<file path="config.mk">
export PLATFORM = sky130hd
export DESIGN_NAME = inputbuf_pack_flat
export DESIGN_NICKNAME = d
export VERILOG_FILES = /design/src/rtl/inputbuf_pkg.sv /design/src/rtl/inputbuf_pack_if.sv /design/src/rtl/inputbuf_ofifo2.sv /design/src/rtl/inputbuf_pack.sv /design/src/flat_wrapper.sv
export SDC_FILE = /design/constraint.sdc
export NUM_CORES = 1
export LEC_CHECK = 0
export ABC_AREA = 1
export BUFFER_PORTS_ARGS = -buffer_cell sky130_fd_sc_hd__buf_2
export CORE_MARGIN = 5
export CORE_UTILIZATION = 30
export DETAILED_ROUTE_END_ITERATION = 8
export HOLD_SLACK_MARGIN = 0.03
export PLACE_DENSITY = 0.55
export SLEW_MARGIN = 40
export SYNTH_ARGS = -nofsm -noshare
export SYNTH_HDL_FRONTEND = slang
export SYNTH_SLANG_ARGS = --single-unit
</file>
<file path="constraint.sdc">
create_clock -name clk -period 8.75 [get_ports clk]
set_clock_uncertainty 0.2 [all_clocks]
set_input_delay 0.875 -clock clk [delete_from_list [all_inputs] [get_ports clk]]
set_output_delay 0.875 -clock clk [all_outputs]
set_load 0.02 [all_outputs]
</file>
<file path="src/rtl/inputbuf_pkg.sv">
// Shared constants and types for the input-buffer packer and the lane counter stage.
// The optional flush feature is enabled by INPUTBUF_PACK_FLUSH_EN.
package inputbuf_pkg;

  localparam int INPUTBUF_LANES   = 4;
  localparam int INPUTBUF_I_MODE1 = 3;
  localparam int INPUTBUF_I_MODE0 = 4;

  typedef logic [1:0] lane_idx_t;
  typedef logic [2:0] cnt_t;

  typedef enum logic {
    IDLE,
    FILL
  } state_t;

  function automatic cnt_t grp_size(input logic m);
    return m ? cnt_t'(INPUTBUF_I_MODE1)
             : cnt_t'(INPUTBUF_I_MODE0);
  endfunction

  function automatic lane_idx_t last_lane(input logic m);
    return m ? lane_idx_t'(INPUTBUF_I_MODE1 - 1)
             : lane_idx_t'(INPUTBUF_I_MODE0 - 1);
  endfunction

endpackage

</file>
<file path="src/rtl/inputbuf_pack_if.sv">
// Sample-in / word-out handshake bundle of the input-buffer packer.
// Flush (INPUTBUF_PACK_FLUSH_EN) stays a plain port on the top.
interface inputbuf_pack_if #(
  parameter int DW = 16
);
  import inputbuf_pkg::*;

  logic [DW-1:0]                  in_data;
  logic                           in_valid;
  logic                           in_ready;
  logic [INPUTBUF_LANES*DW-1:0]   out_data;
  cnt_t                           out_cnt;
  logic                           out_valid;
  logic                           out_ready;

  modport master (
    output in_data, in_valid, out_ready,
    input  in_ready, out_data, out_cnt, out_valid
  );

  modport slave (
    input  in_data, in_valid, out_ready,
    output in_ready, out_data, out_cnt, out_valid
  );

endinterface

</file>
<file path="src/rtl/inputbuf_ofifo2.sv">
// Two-entry output FIFO with a registered head; the head holds after the last pop.
// Callers must not push when full nor pop when empty.
module inputbuf_ofifo2 #(
  parameter int W = 67
) (
  input  logic         clk,
  input  logic         r,
  input  logic         push,
  input  logic         pop,
  input  logic [W-1:0] din,
  output logic [W-1:0] dout,
  output logic [1:0]   count
);

  logic [W-1:0] head;
  logic [W-1:0] tail;

  assign dout = head;

  always_ff @(posedge clk or posedge r) begin
    if (r) begin
      head  <= '0;
      tail  <= '0;
      count <= '0;
    end else begin
      unique case ({push, pop})
        2'b11: begin
          if (count == 2'd2) begin
            head <= tail;
            tail <= din;
          end else begin
            head <= din;
          end
        end
        2'b10: begin
          if (count == 2'd0) head <= din;
          else               tail <= din;
          count <= count + 2'd1;
        end
        2'b01: begin
          if (count == 2'd2) head <= tail;
          count <= count - 2'd1;
        end
        default: ;
      endcase
    end
  end

endmodule

</file>
<file path="src/rtl/inputbuf_pack.sv">
// Packs a serial sample stream into 3- or 4-lane words feeding a 2-entry queue.
// Define INPUTBUF_PACK_FLUSH_EN to add the partial-group flush input.
module inputbuf_pack
  import inputbuf_pkg::*;
#(
  parameter int DW    = 16,
  parameter int LANES = INPUTBUF_LANES
) (
  input  logic clk,
  input  logic r,
  input  logic mode,
  output logic busy,
`ifdef INPUTBUF_PACK_FLUSH_EN
  input  logic flush,
`endif
  inputbuf_pack_if.slave io
);

  localparam int W = LANES*DW + 3;

  state_t          state;
  lane_idx_t       lane;
  lane_idx_t       last;
  logic            mode_q;
  logic [DW-1:0]   stage [LANES];
  logic [1:0]      count;
  logic            full;
  logic            acc;
  logic            done;
  logic            pop;
  logic            push;
  logic            fl_push;
  logic            fl_hold;
  logic [LANES*DW-1:0] word;
  cnt_t            wcnt;
  logic [W-1:0]    head;

  assign last = last_lane(mode_q);
  assign full = count == 2'd2;
  assign pop  = io.out_valid && io.out_ready;

`ifdef INPUTBUF_PACK_FLUSH_EN
  logic pend;
  logic fl_req;
  assign fl_req  = (flush || pend) && state == FILL;
  // a pending or fresh partial flush blocks samples that would extend the group
  assign fl_hold = pend || (flush && state == FILL && lane != last);
  assign fl_push = fl_req && !done && (!full || pop);
`else
  assign fl_hold = 1'b0;
  assign fl_push = 1'b0;
`endif

  assign io.in_ready = (!full || lane != last) && !fl_hold;
  assign acc  = io.in_valid && io.in_ready;
  assign done = acc && lane == last;
  assign push = done || fl_push;

  always_comb begin
    word = '0;
    for (int k = 0; k < LANES; k++) begin
      word[k*DW +: DW] = (acc && lane == lane_idx_t'(k))
                       ? io.in_data : stage[k];
    end
    wcnt = done ? grp_size(mode_q) : {1'b0, lane};
  end

  always_ff @(posedge clk or posedge r) begin
    if (r) begin
      state  <= IDLE;
      lane   <= '0;
      mode_q <= 1'b0;
      for (int k = 0; k < LANES; k++) stage[k] <= '0;
`ifdef INPUTBUF_PACK_FLUSH_EN
      pend   <= 1'b0;
`endif
    end else begin
      unique case (state)
        IDLE: begin
          if (acc) begin
            mode_q   <= mode;
            stage[0] <= io.in_data;
            lane     <= 2'd1;
            state    <= FILL;
          end
        end
        FILL: begin
          if (push) begin
            for (int k = 0; k < LANES; k++) stage[k] <= '0;
            lane  <= '0;
            state <= IDLE;
          end else if (acc) begin
            stage[lane] <= io.in_data;
            lane        <= lane + 2'd1;
          end
        end
        default: state <= IDLE;
      endcase
`ifdef INPUTBUF_PACK_FLUSH_EN
      if (push)        pend <= 1'b0;
      else if (fl_req) pend <= 1'b1;
`endif
    end
  end

  inputbuf_ofifo2 #(.W(W)) u_fifo (
    .clk   (clk),
    .r     (r),
    .push  (push),
    .pop   (pop),
    .din   ({wcnt, word}),
    .dout  (head),
    .count (count)
  );

  assign io.out_valid = count != 2'd0;
  assign io.out_data  = head[LANES*DW-1:0];
  assign io.out_cnt   = head[W-1 -: 3];
  assign busy = (lane != 2'd0) || (count != 2'd0);

endmodule

</file>
<file path="src/flat_wrapper.sv">
// flat-port wrapper written by rule: the top's interface ports become plain ports
module inputbuf_pack_flat import inputbuf_pkg::*;
#(
  parameter int DW    = 16,
  parameter int LANES = INPUTBUF_LANES
)
  (clk, r, mode, busy, io_in_data, io_in_valid, io_out_ready, io_in_ready, io_out_data, io_out_cnt, io_out_valid);
  inputbuf_pack_if #(.DW(DW)) io_i ();
  input  logic clk;
  input  logic r;
  input  logic mode;
  output logic busy;
  input wire logic [$bits(io_i.in_data)-1:0] io_in_data;
  input wire logic [$bits(io_i.in_valid)-1:0] io_in_valid;
  input wire logic [$bits(io_i.out_ready)-1:0] io_out_ready;
  output wire logic [$bits(io_i.in_ready)-1:0] io_in_ready;
  output wire logic [$bits(io_i.out_data)-1:0] io_out_data;
  output wire logic [$bits(io_i.out_cnt)-1:0] io_out_cnt;
  output wire logic [$bits(io_i.out_valid)-1:0] io_out_valid;
  assign io_i.in_data = io_in_data;
  assign io_i.in_valid = io_in_valid;
  assign io_i.out_ready = io_out_ready;
  assign io_in_ready = io_i.in_ready;
  assign io_out_data = io_i.out_data;
  assign io_out_cnt = io_i.out_cnt;
  assign io_out_valid = io_i.out_valid;
  inputbuf_pack #(.DW(DW), .LANES(LANES)) u_core (.clk(clk), .r(r), .mode(mode), .busy(busy), .io(io_i));
endmodule
</file>
==> summary.txt <==
Outcome
  – Status: finished clean

Route
  – Initial drt markers: 1065
  – Routed vias/inst: around 5.1
  – DR WL/cell: ~17 um
  – Routed Antenna Nets: 0
  – Drt pass-1 iters: 5
  – Detailed Route WL: between 30000 and 40000 um
  – Drc violations: 0
  – Via Count: 11100

Layout
  – Fillers: about 4000
  – Layout area overhead: 12.7%
  – Nets: around 1700
  – Area of the multi-input gates: 5620 um2
  – Most frequent cells in the layout: 486 x nand2_1, 204 x dfrtp_1, 136 x inv_1, 133 x a21oi_1, 119 x o21ai_0
  – Final Util: 34.3%
  – Layout cells sized above 1: 13.9%
  – Commonest non-fill, non-tap cell in the layout: nand2_1
  – Inserted Diodes: 0
  – Register area: a little over 5000 um2

STA
  – Slew @ Worst Pin: 799 ps
  – Max-slew violations: 0
  – Rel. slew slack: between 40% and 50%
  – Tcrit/Tclk final: 49.6%
  – Final setup violation count: 0
  – Peak Freq: around 0.23 GHz
  – Hold Worst Slack: ~160 ps
  – RSZ-0062 raised after global routing: false
  – Setup TNS: 0 ps
  – Hold Vio Cnt, Final: 0
  – Fin crit period: ~4300 ps

GRT
  – Initial antenna violation count: 0
  – Global-route wire length before repair: 61200 um
  – Gr usage total: approximately 17%
  – GRT overflow: 0
  – Largest net degree at the start of global routing: ~140
  – Vias in the first global route: ~11000

Pwr
  – Clock share of power: between 10% and 20%
  – Leak: between 6 and 7 nW
  – Peak VDD IR: roughly 0.2 mV
  – Psw: between 2 and 2.5 mW
  – Logic pwr share: 51.0%
  – Reg power frac: between 30% and 40%
  – Switching share of power: a little under half
  – Internal power: approximately 2.9 mW
  – Power density cells: ~400 nW/um2

Clocking
  – Post-CTS resize count: 0
  – Root Buffer Master: clkbuf_16
  – CTS buffer count: 24
  – # clock sinks: a little over 200
  – CTS clk-pin slew, worst paths: approximately 60 ps
  – # Post-CTS Setup Buffers: 0
  – CTS tree: yes
  – H-tree levels: 1
  – CTS Buffer Depth: 3
  – Hold_buf cts: 0
  – Skew-Pair Late Insertion Delay: 530 ps

Die
  – Row count: between 70 and 80
  – Num ports: between 90 and 100
  – Die width: around 210 um
  – Die height: 209 um
  – Starting density of the core: a little under a third
  – Full die area: ~43000 um2
  – Core Box Area: 38800 um2

Setup path
  – R2R cell count: 11
  – Startpoint Class: register
  – Critical path arrival: around 4600 ps
  – Worst reg2reg endpoint: u_core.u_fifo.dout[64]
  – Class of the most critical setup path: reg2reg
  – R2R setup slack: 4410 ps
  – RR Startpoint: u_core.u_fifo.count[0]
  – Worst Path Max Fanout: between 60 and 70
  – Element type at the critical path end: register
  – Worst Path Required: about 9000 ps

Yosys
  – XOR/XNOR Fraction of Synth Area: less than 1%
  – Post-synth top flop: dfrtp_1
  – Post-synthesis simple-gate area fraction: between 30% and 40%
  – Number of flops mapped to enable cells by yosys: 0
  – Yosys reg bits: between 200 and 250
  – Post-synth net total: approximately 1700
  – Post-synthesis mux area share: 0%
  – Cell variety after synth: 35
  – Synthesized instance count: about 1600
  – Ys async rst share: 100%
  – Post-Synth Adder-Cell Area: less than 1%
  – Compound-Gate Fraction of Synth Area: 15.6%
  – YS warnings: 0
  – Syn_area_per_cell: 7.17 um2
  – Synth Cell Area: about 12000 um2
  – Sequential fraction of the synthesis area: 43.2%
  – Largest family of logic cells by synthesized area: simple AND/OR/NAND/NOR gates

Worst hold path
  – Min-delay worst type: in2async

Placed design
  – Post-DP HPWL: about 22000 um
  – RePlAce Congestion: around 0.77
  – PortBufs: 90

Flow run
  – Max-cap violations: 0
-- Yosys cell counts, types with 2 or more instances --
cell type,count,area share [%]
nand3_1,114,4.8
buf_2,34,1.4
dfrtp_1,204,43
inv_1,138,4.4
o31ai_1,16,1.0
a21oi_2,2,0.15
or2_2,57,3.0
or2_1,7,0.37
nand3_2,7,0.59
inv_2,8,0.25
clkbuf_1,79,2.5
ha_1,9,0.95
a21oi_1,133,5.6
a31oi_1,65,3.4
o21ai_0,119,5.0
nand2_1,487,15
buf_1,7,0.22
nor2_1,70,2.2
nor2_4,2,0.19
clkbuf_2,3,0.13
nand4_1,65,3.4
buf_4,10,0.64
-- worst max path at each step --
stage	startpoint	endpoint	cells after the start
after detailed placement	io_in_valid	u_core.u_fifo.dout[64]	11
final	u_core.u_fifo.count[0]	u_core.u_fifo.dout[64]	11
after floorplan	r	u_core.lane[0]	1
after global placement	io_in_valid	u_core.u_fifo.dout[59]	11
after CTS	u_core.u_fifo.count[0]	u_core.u_fifo.dout[64]	11
after global routing	u_core.u_fifo.count[0]	u_core.u_fifo.dout[64]	11
-- worst max-delay path, cell delays in order (launching register included) --
cell and delay [ps]:
dfrtp_1 420, inv_2 90, nand2_4 330, nand3_2 240, clkinv_1 510, ha_4 1030
inv_2 520, buf_4 420, nand2_1 130, nand2_1 100, nand2_1 70, nand2_1 60
-- per-stage QoR --
| stage | power [mW] | std cells | worst slack (ps) | instance area [um2] |
|---|---|---|---|---|
| finish | 5.38 | 2182 | 4410 | 13300 |
| global route | 5.87 | 2182 | 4160 | 13300 |
| CTS | 5.41 | 2180 | 4420 | 13300 |
| detailed placement | 4.41 | 2138 | 3950 | 12500 |
| global placement | 4.35 | 2136 | 3700 | 12500 |
| floorplan | 3.66 | 1649 | 2110 | 11800 |
-- cell families after synthesis --
| family | after synthesis |
|---|---|
| buf+inv | 281 |
| flops | 204 |
| compound gates | 341 |
| fa+ha+maj | 9 |
| simple gates | 812 |
| xor+xnor | 2 |
-- area by class of cell --
class | instances | area share [%]
multi-input combinational | 1164 | 42.2
sequential | 204 | 38.3
clock buffer | 33 | 5.07
tap | 518 | 4.86
timing repair buffer | 107 | 4.83
inverter | 147 | 4.23
clock inverter | 9 | 0.526
-- state kept, by name, summed over array words and instances, names as in the netlist --
register             count
u_core.u_fifo.count      2
u_core.state             1
u_core.mode_q            1
u_core.lane              2
u_core.u_fifo.dout      67
u_core.u_fifo.tail      67
u_core.stage            64
-- layer usage --
metal / GRT usage, % / wire length (um) / vias to the layer above
li1: - / - / 5398
met1: 25.0 / 17900 / 5241
met2: 26.5 / 16400 / 372
met3: 2.65 / 2560 / 60
met4: 4.24 / 972 / 0
met5: 0 / 0 / -
-- power by group through the flow --
stage	Clock (mW)	Combinational (mW)	Sequential [mW]
2_1_floorplan	0	1.86	1.80
6_report	0.978	2.74	1.66
3_5_place_dp	0	2.74	1.67
3_3_place_gp	0	2.69	1.66
4_1_cts	1.00	2.75	1.66
5_1_grt	1.04	3.12	1.71
Note: power is estimated with default switching activity, not from simulation.
